==> config.mk <==
export PLATFORM = sky130hd
export DESIGN_NAME = piezo_sound_flat
export DESIGN_NICKNAME = d
export VERILOG_FILES = /design/src/rtl/piezo_sound_if.sv /design/src/rtl/piezo_sound.sv /design/src/flat_wrapper.sv
export SDC_FILE = /design/constraint.sdc
export NUM_CORES = 1
export LEC_CHECK = 0
export ABC_AREA = 1
export CAP_MARGIN = 10
export CORE_MARGIN = 4
export CORE_UTILIZATION = 45
export CTS_BUF_LIST = sky130_fd_sc_hd__clkbuf_8
export DETAILED_ROUTE_END_ITERATION = 8
export GPL_TIMING_DRIVEN = 0
export PLACE_DENSITY = 0.61
export SKIP_LAST_GASP = 1
export SLEW_MARGIN = 5
export SYNTH_ARGS = -nofsm -noshare
export SYNTH_HDL_FRONTEND = slang
export SYNTH_SLANG_ARGS = --single-unit
==> constraint.sdc <==
create_clock -name clk -period 4 [get_ports clk]
set_clock_uncertainty 0.1 [all_clocks]
set_input_delay 0.4 -clock clk [delete_from_list [all_inputs] [get_ports clk]]
set_output_delay 0.4 -clock clk [all_outputs]
set_load 0.1 [all_outputs]
==> src/rtl/piezo_sound_if.sv <==
// ---------------------------------------------------------------------------
// piezo_sound_if
//   Bundles the sound-request and speaker signals of the piezo sequencer.
//   master: the game-side requester (drives call/sound_code, observes outputs)
//   slave : the piezo_sound sequencer
//   Signals:
//     call        toggle trigger, every level change requests playback
//     sound_code  effect select (0 game over, 1 step tick, 2 apple, 3 silence)
//     speaker     square-wave drive to the piezo, 0 when silent
//     busy        (PIEZO_BUSY_EN only) high while an effect is playing
// ---------------------------------------------------------------------------
interface piezo_sound_if;
    logic       call;
    logic [1:0] sound_code;
    logic       speaker;
`ifdef PIEZO_BUSY_EN
    logic       busy;

    modport master (output call, output sound_code, input speaker, input busy);
    modport slave  (input call, input sound_code, output speaker, output busy);
`else
    modport master (output call, output sound_code, input speaker);
    modport slave  (input call, input sound_code, output speaker);
`endif
endinterface

==> src/rtl/piezo_sound.sv <==
// ---------------------------------------------------------------------------
// piezo_sound
//   Sound-effect sequencer for the snake game. Every level change of
//   bus.call starts one of the canned effects chosen by bus.sound_code:
//     0 game-over melody (each note followed by GAP_MS of silence)
//     1 step tick
//     2 apple jingle
//     3 silence (aborts whatever is playing)
//   A new request always aborts the running effect.
//   Optional feature macro: PIEZO_BUSY_EN adds bus.busy (high in NOTE/GAP).
// Ports
//   clk    system clock
//   rst_n  asynchronous active-low reset
//   bus    piezo_sound_if.slave: call, sound_code in; speaker (and busy) out
// Parameters
//   CLK_HZ clock frequency in Hz; all tone/duration counts derive from it
//   GAP_MS silence after every note of the game-over melody
// ---------------------------------------------------------------------------
module piezo_sound #(
    parameter int unsigned CLK_HZ = 50_000_000,
    parameter int unsigned GAP_MS = 50
) (
    input  logic           clk,
    input  logic           rst_n,
    piezo_sound_if.slave   bus
);

    localparam int unsigned MS_CYC = CLK_HZ / 1000;

    // Half periods of each tone, truncated at elaboration.
    localparam int unsigned H_311  = CLK_HZ / (2 * 311);
    localparam int unsigned H_392  = CLK_HZ / (2 * 392);
    localparam int unsigned H_466  = CLK_HZ / (2 * 466);
    localparam int unsigned H_1047 = CLK_HZ / (2 * 1047);
    localparam int unsigned H_2000 = CLK_HZ / (2 * 2000);
    localparam int unsigned H_2093 = CLK_HZ / (2 * 2093);

    typedef enum logic [1:0] {
        ST_IDLE = 2'd0,
        ST_NOTE = 2'd1,
        ST_GAP  = 2'd2
    } state_t;

    state_t      r_state;
    logic        r_sync1;
    logic        r_sync2;
    logic        r_sync3;
    logic [1:0]  r_code;
    logic [3:0]  r_idx;
    logic [31:0] r_tone_cnt;
    logic [31:0] r_ms_cnt;
    logic [31:0] r_ms_elapsed;
    logic        r_spk;

    logic        w_trig;
    logic [31:0] w_half;
    logic [31:0] w_dur_ms;
    logic        w_last;
    logic [31:0] w_seg_ms;
    logic        w_ms_wrap;
    logic        w_seg_end;
    logic        w_gap_after;

    // Any difference between the synchronised level and its delayed copy
    // is one request, regardless of direction.
    assign w_trig = r_sync2 ^ r_sync3;

    // Sequence ROM: tone half period, duration and last-note flag.
    always_comb begin
        w_half   = H_392;
        w_dur_ms = 32'd1;
        w_last   = 1'b1;
        case (r_code)
            2'd0: begin
                w_last = 1'b0;
                case (r_idx)
                    4'd0, 4'd1, 4'd2, 4'd5: begin w_half = H_392; w_dur_ms = 32'd500; end
                    4'd3, 4'd6:             begin w_half = H_311; w_dur_ms = 32'd350; end
                    4'd4, 4'd7:             begin w_half = H_466; w_dur_ms = 32'd150; end
                    4'd8: begin
                        w_half   = H_392;
                        w_dur_ms = 32'd650;
                        w_last   = 1'b1;
                    end
                    default: w_last = 1'b1;
                endcase
            end
            2'd1: begin
                w_half   = H_2000;
                w_dur_ms = 32'd15;
            end
            2'd2: begin
                if (r_idx == 4'd0) begin
                    w_half   = H_1047;
                    w_dur_ms = 32'd60;
                    w_last   = 1'b0;
                end else begin
                    w_half   = H_2093;
                    w_dur_ms = 32'd90;
                end
            end
            default: begin
                w_half   = H_392;
                w_dur_ms = 32'd1;
                w_last   = 1'b1;
            end
        endcase
    end

    assign w_seg_ms    = (r_state == ST_GAP) ? GAP_MS : w_dur_ms;
    assign w_ms_wrap   = (r_ms_cnt == MS_CYC - 1);
    assign w_seg_end   = w_ms_wrap && (r_ms_elapsed == w_seg_ms - 1);
    assign w_gap_after = (r_code == 2'd0) && (GAP_MS != 0);

    always_ff @(posedge clk or negedge rst_n) begin
        if (!rst_n) begin
            r_state      <= ST_IDLE;
            r_sync1      <= 1'b0;
            r_sync2      <= 1'b0;
            r_sync3      <= 1'b0;
            r_code       <= 2'd0;
            r_idx        <= '0;
            r_tone_cnt   <= '0;
            r_ms_cnt     <= '0;
            r_ms_elapsed <= '0;
            r_spk        <= 1'b0;
        end else begin
            r_sync1 <= bus.call;
            r_sync2 <= r_sync1;
            r_sync3 <= r_sync2;

            // A request is checked before any segment end so that a request
            // landing on the final note's last cycle still starts its effect.
            if (w_trig) begin
                r_code       <= bus.sound_code;
                r_idx        <= '0;
                r_tone_cnt   <= '0;
                r_ms_cnt     <= '0;
                r_ms_elapsed <= '0;
                r_spk        <= 1'b0;
                r_state      <= (bus.sound_code == 2'd3) ? ST_IDLE : ST_NOTE;
            end else begin
                case (r_state)
                    ST_IDLE: begin
                        r_spk <= 1'b0;
                    end

                    ST_NOTE: begin
                        if (w_seg_end) begin
                            r_spk        <= 1'b0;
                            r_tone_cnt   <= '0;
                            r_ms_cnt     <= '0;
                            r_ms_elapsed <= '0;
                            if (w_gap_after) begin
                                r_state <= ST_GAP;
                            end else if (w_last) begin
                                r_state <= ST_IDLE;
                            end else begin
                                r_idx   <= r_idx + 4'd1;
                                r_state <= ST_NOTE;
                            end
                        end else begin
                            if (w_ms_wrap) begin
                                r_ms_cnt     <= '0;
                                r_ms_elapsed <= r_ms_elapsed + 32'd1;
                            end else begin
                                r_ms_cnt <= r_ms_cnt + 32'd1;
                            end
                            if (r_tone_cnt == w_half - 1) begin
                                r_tone_cnt <= '0;
                                r_spk      <= ~r_spk;
                            end else begin
                                r_tone_cnt <= r_tone_cnt + 32'd1;
                            end
                        end
                    end

                    ST_GAP: begin
                        r_spk <= 1'b0;
                        if (w_seg_end) begin
                            r_ms_cnt     <= '0;
                            r_ms_elapsed <= '0;
                            r_tone_cnt   <= '0;
                            if (w_last) begin
                                r_state <= ST_IDLE;
                            end else begin
                                r_idx   <= r_idx + 4'd1;
                                r_state <= ST_NOTE;
                            end
                        end else if (w_ms_wrap) begin
                            r_ms_cnt     <= '0;
                            r_ms_elapsed <= r_ms_elapsed + 32'd1;
                        end else begin
                            r_ms_cnt <= r_ms_cnt + 32'd1;
                        end
                    end

                    default: begin
                        r_state <= ST_IDLE;
                        r_spk   <= 1'b0;
                    end
                endcase
            end
        end
    end

    assign bus.speaker = r_spk;

`ifdef PIEZO_BUSY_EN
    // Pure decode of the state register; low in reset since state is IDLE.
    assign bus.busy = (r_state != ST_IDLE);
`endif

endmodule

==> src/flat_wrapper.sv <==
// flat-port wrapper written by rule: the top's interface ports become plain ports
module piezo_sound_flat 
#(
    parameter int unsigned CLK_HZ = 50_000_000,
    parameter int unsigned GAP_MS = 50
)
  (clk, rst_n, bus_call, bus_sound_code, bus_speaker);
  piezo_sound_if bus_i ();
  input  logic clk;
  input  logic rst_n;
  input wire logic [$bits(bus_i.call)-1:0] bus_call;
  input wire logic [$bits(bus_i.sound_code)-1:0] bus_sound_code;
  output wire logic [$bits(bus_i.speaker)-1:0] bus_speaker;
  assign bus_i.call = bus_call;
  assign bus_i.sound_code = bus_sound_code;
  assign bus_speaker = bus_i.speaker;
  piezo_sound #(.CLK_HZ(CLK_HZ), .GAP_MS(GAP_MS)) u_core (.clk(clk), .rst_n(rst_n), .bus(bus_i));
endmodule
==> results_dict.tcl, run 1 <==
set metrics [dict create \
    status "completed" \
    start_kind "flip-flop" \
    clk_pin_slew_ns 0.14 \
    fillerInstances 2129 \
    synth_seq_area_share 0.2840 \
    vdd.ir_drop.worst_uv 267.5 \
    nNetsFinal 1571 \
    design.die.area_mm2 0.02354 \
    die_w_um 153.4 \
    synth-edff-count 0 \
    fin_util 0.5259 \
    ios 6 \
    rsz_0062_raised_after_global_routing "yes" \
    final_hold_viol_count 0 \
    synth.area.top_cells "sky130_fd_sc_hd__dfrtp_1, sky130_fd_sc_hd__nand2_1, sky130_fd_sc_hd__nand3_1, sky130_fd_sc_hd__nor2_1, sky130_fd_sc_hd__inv_1" \
    place.port_buffers 5 \
    post_drt_via_cell_ratio 5.378 \
    worst_slew_pin_slew_ns 0.9627 \
    fmaxAchievable_ghz 0.2586 \
    fin_crit_ns 3.867 \
    route.detailed.drc 0 \
    clockBufferDepth 2 \
    grt_pass1_wl_um 46580 \
    yosys_most_used_dff "sky130_fd_sc_hd__dfrtp_1" \
    setup.reg_to_reg.worst_slack_ns 0.13 \
    leakagePower_nw 4.936 \
    drt.antenna.violating_nets 0 \
    critical_path_required_ns 4.23 \
    routed_wire_length_per_instance_um 15.88 \
    critical_path.endpoint_type "flip-flop" \
    synth.avg_cell_area_um2 6.353 \
    worstPathArrival_ns 4.10 \
    flow.area_growth_from_synthesis_pct 13.27 \
    core_region_area_mm2 0.02049 \
    fin_worst_setup_slack_ns 0.1328 \
    cts_tree "yes" \
    most_area_hungry_cell_type_in_the_yosys_netlist "sky130_fd_sc_hd__dfrtp_1" \
    std_cell_rows 52 \
    share_of_post_route_cells_with_drive_strength_above_1 0.1192 \
    final_max_slew_viol_count 0 \
    grt_remaining_overflow 0 \
    first_global_vias 8982 \
    timing.critical_path.slowest_cell_delay_ns 0.51 \
    ctsRootBufferMaster "sky130_fd_sc_hd__clkbuf_8" \
    synth.distinct_cells 47 \
    cts_max_level 3 \
    setup_crit_path_kind "reg -> reg" \
    place_ws_ns -0.5589 \
    async_flop_share 1.000 \
    synth_warnings 0 \
    cpMaxStageDelayCell "sky130_fd_sc_hd__dfrtp_2" \
    detailed_placement_wirelength_estimate_um 21710 \
    setup_violations 0 \
    number_of_antenna_violations_at_the_first_check_in_global_routing 0 \
    clock_sink_count 108 \
    multi_input_comb_area_mm2 0.006157 \
    track_usage 0.2394 \
    slew_headroom 0.3562 \
    grt_max_degree 70 \
    post_route_clock_period_utilization 0.9668 \
    total_power_density_per_cell_area_mw_per_mm2 372.9 \
    layout.area.seq_mm2 0.002708 \
    synthMostInstantiatedCell "sky130_fd_sc_hd__nand2_1" \
    die_height_um 153.4 \
    cap_viol_max_count 0 \
    drt-pass1-iter-count 5 \
    worstHoldPathType "reg -> reg" \
    initial_utilization 0.4643 \
    cts_inserted_buffers 9 \
    critical_path_fanout_max 7 \
    first_iter_violations 688 \
    antennaDiodeCount 0 \
    net_count_synth 1522 \
    wl_um 28940 \
    post_synth_most_frequent_cells "sky130_fd_sc_hd__nand2_1, sky130_fd_sc_hd__nor2_1, sky130_fd_sc_hd__inv_1, sky130_fd_sc_hd__nand3_1, sky130_fd_sc_hd__dfrtp_1" \
    ys_seq_elements 108 \
    worstSkewPairLatency_ns 0.41 \
    vias 9799 \
    yosys.area.top_type_share 0.2840 \
    final_replace_weighted_congestion 0.9529 \
    hold-worst-slack_ns 0.2716 \
    synth_cells 1498 \
    synth_area_mm2 0.009517 \
]
[cell usage in the layout (no fill, tap or decap), types with 11 or more instances in the layout]
master,synthesis,routed
sky130_fd_sc_hd__dfrtp_1,108,104
sky130_fd_sc_hd__nor4_1,24,24
sky130_fd_sc_hd__o21ai_0,42,42
sky130_fd_sc_hd__nand3_2,9,26
sky130_fd_sc_hd__nor3_1,60,59
sky130_fd_sc_hd__inv_1,169,161
sky130_fd_sc_hd__a21oi_1,43,42
sky130_fd_sc_hd__xnor2_1,12,11
sky130_fd_sc_hd__nand4_1,42,42
sky130_fd_sc_hd__nor2_1,181,177
sky130_fd_sc_hd__nand3_1,147,128
sky130_fd_sc_hd__nand2_1,420,412
sky130_fd_sc_hd__nand2_2,12,15
sky130_fd_sc_hd__clkbuf_1,22,19
sky130_fd_sc_hd__inv_2,13,17
sky130_fd_sc_hd__xor2_1,71,70
sky130_fd_sc_hd__buf_4,2,36
[where the power goes]
part | switching, mW | internal, mW
combinational | 1.33 | 0.737
sequential | 0.0729 | 1.14
clock | 0.485 | 0.259
total | 1.88 | 2.14
[sequential cells by signal, summed over array words and instances (netlist names)]
| register | count |
|---|---|
| u_core.bus.speaker | 1 |
| u_core.r_code | 2 |
| u_core.r_idx | 4 |
| u_core.r_ms_cnt | 32 |
| u_core.r_ms_elapsed | 32 |
| u_core.r_state | 2 |
| u_core.r_sync1 | 1 |
| u_core.r_sync2 | 1 |
| u_core.r_sync3 | 1 |
| u_core.r_tone_cnt | 32 |
[worst paths after layout]
check                                       startpoint                           endpoint  cells past startpoint
hold / removal                u_core.r_sync1$_DFF_PN0_           u_core.r_sync2$_DFF_PN0_                      0
max in group asynchronous                        rst_n        u_core.r_idx[1]$_DFFE_PN0P_                      3
min in group asynchronous                        rst_n    u_core.r_ms_cnt[17]$_DFFE_PN0P_                      2
hold reg to reg               u_core.r_sync1$_DFF_PN0_           u_core.r_sync2$_DFF_PN0_                      0
setup / recovery           u_core.r_idx[0]$_DFFE_PN0P_  u_core.r_tone_cnt[19]$_DFFE_PN0P_                     28
setup reg to reg           u_core.r_idx[0]$_DFFE_PN0P_  u_core.r_tone_cnt[19]$_DFFE_PN0P_                     28
[metal layers]
metal / up-vias / track usage / part of all wire
li1: 4948 / - / -
met1: 4613 / 0.3367 / 0.47
met2: 206 / 0.3917 / 0.47
met3: 32 / 0.03167 / 0.043
met4: 0 / 0.05929 / 0.021
met5: - / 0 / 0
[critical path, delay by kind of cell (launching register included)]
family                   cells  cell delay (ns)
buffers and inverters        3             0.34
flip-flops                   1             0.51
AND/OR/NAND/NOR             22             2.31
adder cells (fa/ha/maj)      2             0.38
XOR/XNOR                     1             0.13
[kinds of logic (layout without fill, tap and decap cells)]
group / Yosys count / after routing / share of synthesized area
buffers and inverters: 231 / 285 / 0.1008
flip-flops: 108 / 108 / 0.2840
XOR/XNOR: 83 / 83 / 0.07639
AND/OR/NAND/NOR: 938 / 938 / 0.4457
adder cells (fa/ha/maj): 19 / 19 / 0.02498
AO/OA/AOI/OAI: 119 / 119 / 0.06811
[what timing repair did]
item                                    CTS  global route
hold endpoints to repair                 39             0
gates cloned                              0             2
hold buffers                              1             0
pin swaps                                 3            40
setup buffers                             4            27
endpoints found under the setup margin   71            69
gates resized for setup                  26            71
[final cells by class]
cell class / instances / area share
Multi-Input combinational cell: 1159 / 0.5712
Sequential cell: 108 / 0.2512
Inverter: 183 / 0.06535
Timing Repair Buffer: 40 / 0.03517
Tap cell: 270 / 0.03134
Buffer: 46 / 0.02600
Clock buffer: 9 / 0.01149
Clock inverter: 7 / 0.008241
[through the flow]
stage	setup TNS [ns]	std cells	instance area [um2]	total power, mW
2_1_floorplan	0	1498	9517	2.522
3_3_place_gp	-239.35	1773	9905	2.938
3_5_place_dp	-31.45	1774	9933	2.953
4_1_cts	0	1794	10270	3.775
5_1_grt	-1.239	1822	10780	4.328
6_report	0	1822	10780	4.020
(Power assumes the default switching activity.)
==> run 2: changes to the inputs <==
PLACE_DENSITY = not set   (was 0.61)
==> results_dict.tcl, run 2 (synthesized netlist as in run 1, its figures left out) <==
set metrics [dict create \
    post_route_clock_period_utilization 0.9543 \
    die_height_um 153.4 \
    ctsRootBufferMaster "sky130_fd_sc_hd__clkbuf_8" \
    nNetsFinal 1583 \
    setup.reg_to_reg.worst_slack_ns 0.18 \
    worstSkewPairLatency_ns 0.39 \
    regToRegEndpoint "u_core.r_tone_cnt[14]$_DFFE_PN0P_" \
    status "completed" \
    clk_pin_slew_ns 0.11 \
    wl_um 28760 \
    antennaDiodeCount 0 \
    critical_path_required_ns 4.22 \
    clockBufferDepth 2 \
    holdPathStages 0 \
    cts_max_level 3 \
    number_of_antenna_violations_at_the_first_check_in_global_routing 0 \
    share_of_post_route_cells_with_drive_strength_above_1 0.1208 \
    cts_inserted_buffers 9 \
    worstPathArrival_ns 4.04 \
    die_w_um 153.4 \
    routed_wire_length_per_instance_um 15.68 \
    first_global_vias 9286 \
    rsz_0062_raised_after_global_routing "yes" \
    first_iter_violations 745 \
    initial_utilization 0.4643 \
    cts_tree "yes" \
    critical_path_fanout_max 7 \
    drt.antenna.violating_nets 0 \
    post-place-cells 1774 \
    slew_headroom 0.3586 \
    ios 6 \
    setup_violations 0 \
    drt-pass1-iter-count 5 \
    mostFrequentLayoutCell "sky130_fd_sc_hd__nand2_1" \
    leakagePower_nw 5.001 \
    worst_slew_pin_slew_ns 0.9592 \
    std_cell_rows 52 \
    flow.area_growth_from_synthesis_pct 14.33 \
    vias 9840 \
    hold_start "u_core.r_sync1$_DFF_PN0_" \
    r2r.worst_path.cells 26 \
    total_power_density_per_cell_area_mw_per_mm2 375.3 \
    design.die.area_mm2 0.02354 \
    final_hold_viol_count 0 \
    post_drt_via_cell_ratio 5.365 \
    track_usage 0.2404 \
    critical_path.endpoint_type "flip-flop" \
    fmaxAchievable_ghz 0.2620 \
    fin_worst_setup_slack_ns 0.1828 \
    fillerInstances 2083 \
    worstHoldPathType "reg -> reg" \
    most-common-layout-cells "sky130_fd_sc_hd__nand2_1, sky130_fd_sc_hd__nor2_1, sky130_fd_sc_hd__inv_1" \
    grt_pass1_wl_um 46730 \
    final_max_slew_viol_count 0 \
    hold-path-endpoint "u_core.r_sync2$_DFF_PN0_" \
    vdd.ir_drop.worst_uv 209.0 \
    core_region_area_mm2 0.02049 \
    layout_top_registers "u_core.r_ms_cnt: 32 flops, u_core.r_ms_elapsed: 32 flops, u_core.r_tone_cnt: 32 flops" \
    start_kind "flip-flop" \
    place_ws_ns -0.6534 \
    fin_crit_ns 3.817 \
    clock_sink_count 108 \
    setup_crit_path_kind "reg -> reg" \
    cap_viol_max_count 0 \
    route.detailed.drc 0 \
    grt_max_degree 76 \
    place.port_buffers 5 \
    detailed_placement_wirelength_estimate_um 21560 \
    final_replace_weighted_congestion 0.9154 \
    stdcell_count 1834 \
    grt_remaining_overflow 0 \
    start_of_the_worst_register_to_register_path "u_core.r_idx[0]$_DFFE_PN0P_" \
]
run 2: changes by cell type in the layout (fill, tap and decap cells not counted), sizes merged:
cell      delta
clkinv       -1
clkinvlp     +1
bufinv       +2
buf         +12
inv          -2
run 2: cell type report:
cell class | instances | area, um2 | share of cell area
multi-input cells | 1159 | 6170 | 0.5670
repair buffers | 52 | 465.4 | 0.04278
well taps | 270 | 337.8 | 0.03105
flip-flops and latches | 108 | 2708 | 0.2489
inverters | 183 | 705.7 | 0.06486
clock buffers | 9 | 123.9 | 0.01138
clock inverters | 7 | 85.08 | 0.007820
plain buffers | 46 | 285.3 | 0.02622
run 2: power by group:
| part | internal [mW] | leakage (nW) | switching (mW) | total (mW) |
|---|---|---|---|---|
| Combinational | 0.784 | 3.40 | 1.35 | 2.14 |
| Clock | 0.347 | 0.117 | 0.390 | 0.737 |
| Sequential | 1.14 | 1.49 | 0.0699 | 1.21 |
run 2: critical path, cell delays in order, from the launching register on:
cell                        delay [ns]
sky130_fd_sc_hd__dfrtp_2          0.48
sky130_fd_sc_hd__inv_4            0.08
sky130_fd_sc_hd__ha_4             0.21
sky130_fd_sc_hd__nand3_1          0.13
sky130_fd_sc_hd__nand3_1          0.15
sky130_fd_sc_hd__nand3_2          0.11
sky130_fd_sc_hd__nand2_1          0.09
sky130_fd_sc_hd__nor2_4           0.16
sky130_fd_sc_hd__nand3_4          0.12
sky130_fd_sc_hd__nor2_4           0.15
sky130_fd_sc_hd__ha_4             0.19
sky130_fd_sc_hd__xnor2_4          0.13
sky130_fd_sc_hd__nand3_2          0.13
sky130_fd_sc_hd__nor2_2           0.12
sky130_fd_sc_hd__nand3_1          0.07
sky130_fd_sc_hd__nor2_1           0.14
sky130_fd_sc_hd__nand2_1          0.07
sky130_fd_sc_hd__nor2_1           0.08
sky130_fd_sc_hd__nand3_1          0.08
sky130_fd_sc_hd__nor2_1           0.13
sky130_fd_sc_hd__nand3_2          0.18
sky130_fd_sc_hd__nand3_2          0.14
sky130_fd_sc_hd__nand2_4          0.11
sky130_fd_sc_hd__inv_8            0.11
sky130_fd_sc_hd__clkbuf_16        0.14
sky130_fd_sc_hd__nand3_1          0.07
sky130_fd_sc_hd__nand2_1          0.08
run 2: metrics by stage:
stage / TNS, ns / instance area (um2) / util / power (mW) / hold WS (ns)
2_1_floorplan: 0 / 9517 / - / 2.522 / 0.004409
3_3_place_gp: -239.10 / 9905 / 0.4833 / 2.949 / 0.2333
3_5_place_dp: -36.90 / 9933 / 0.4847 / 2.957 / 0.2193
4_1_cts: 0 / 10320 / 0.5037 / 3.783 / 0.2671
5_1_grt: -0.8206 / 10880 / 0.5309 / 4.394 / 0.2958
6_report: 0 / 10880 / 0.5309 / 4.083 / 0.2604
run 2: worst max path at each step:
| stage | depth (start not counted) | end | slack, ns | from |
|---|---|---|---|---|
| 4_1_cts | 27 | u_core.r_tone_cnt[20]$_DFFE_PN0P_ | 0.0005 | u_core.r_idx[0]$_DFFE_PN0P_ |
| 3_3_place_gp | 1 | u_core.r_tone_cnt[24]$_DFFE_PN0P_ | -1.90 | rst_n |
| 6_report | 26 | u_core.r_tone_cnt[14]$_DFFE_PN0P_ | 0.18 | u_core.r_idx[0]$_DFFE_PN0P_ |
| 5_1_grt | 28 | u_core.r_tone_cnt[14]$_DFFE_PN0P_ | -0.05 | u_core.r_idx[0]$_DFFE_PN0P_ |
| 2_1_floorplan | 29 | u_core.r_tone_cnt[19]$_DFFE_PN0P_ | 0.40 | u_core.r_idx[0]$_DFFE_PN0P_ |
| 3_5_place_dp | 22 | u_core.r_ms_elapsed[6]$_DFFE_PN0P_ | -0.65 | u_core.r_state[0]$_DFFE_PN0P_ |
run 2: what timing repair did:
item	4_1_cts	5_1_grt
gates cloned	0	2
buffers inserted	12	31
hold endpoints to repair	33	0
pin swaps	4	36
hold buffers	1	0
gates resized for setup	26	68
setup endpoints to repair	71	71
run 2: routing by layer:
metal | global-route usage | vias to the layer above | routed length, um
met4 | 0.06434 | 0 | 532
li1 | - | 4968 | -
met2 | 0.3829 | 257 | 12890
met1 | 0.3492 | 4574 | 13790
met5 | 0 | - | 0
met3 | 0.02545 | 41 | 1542
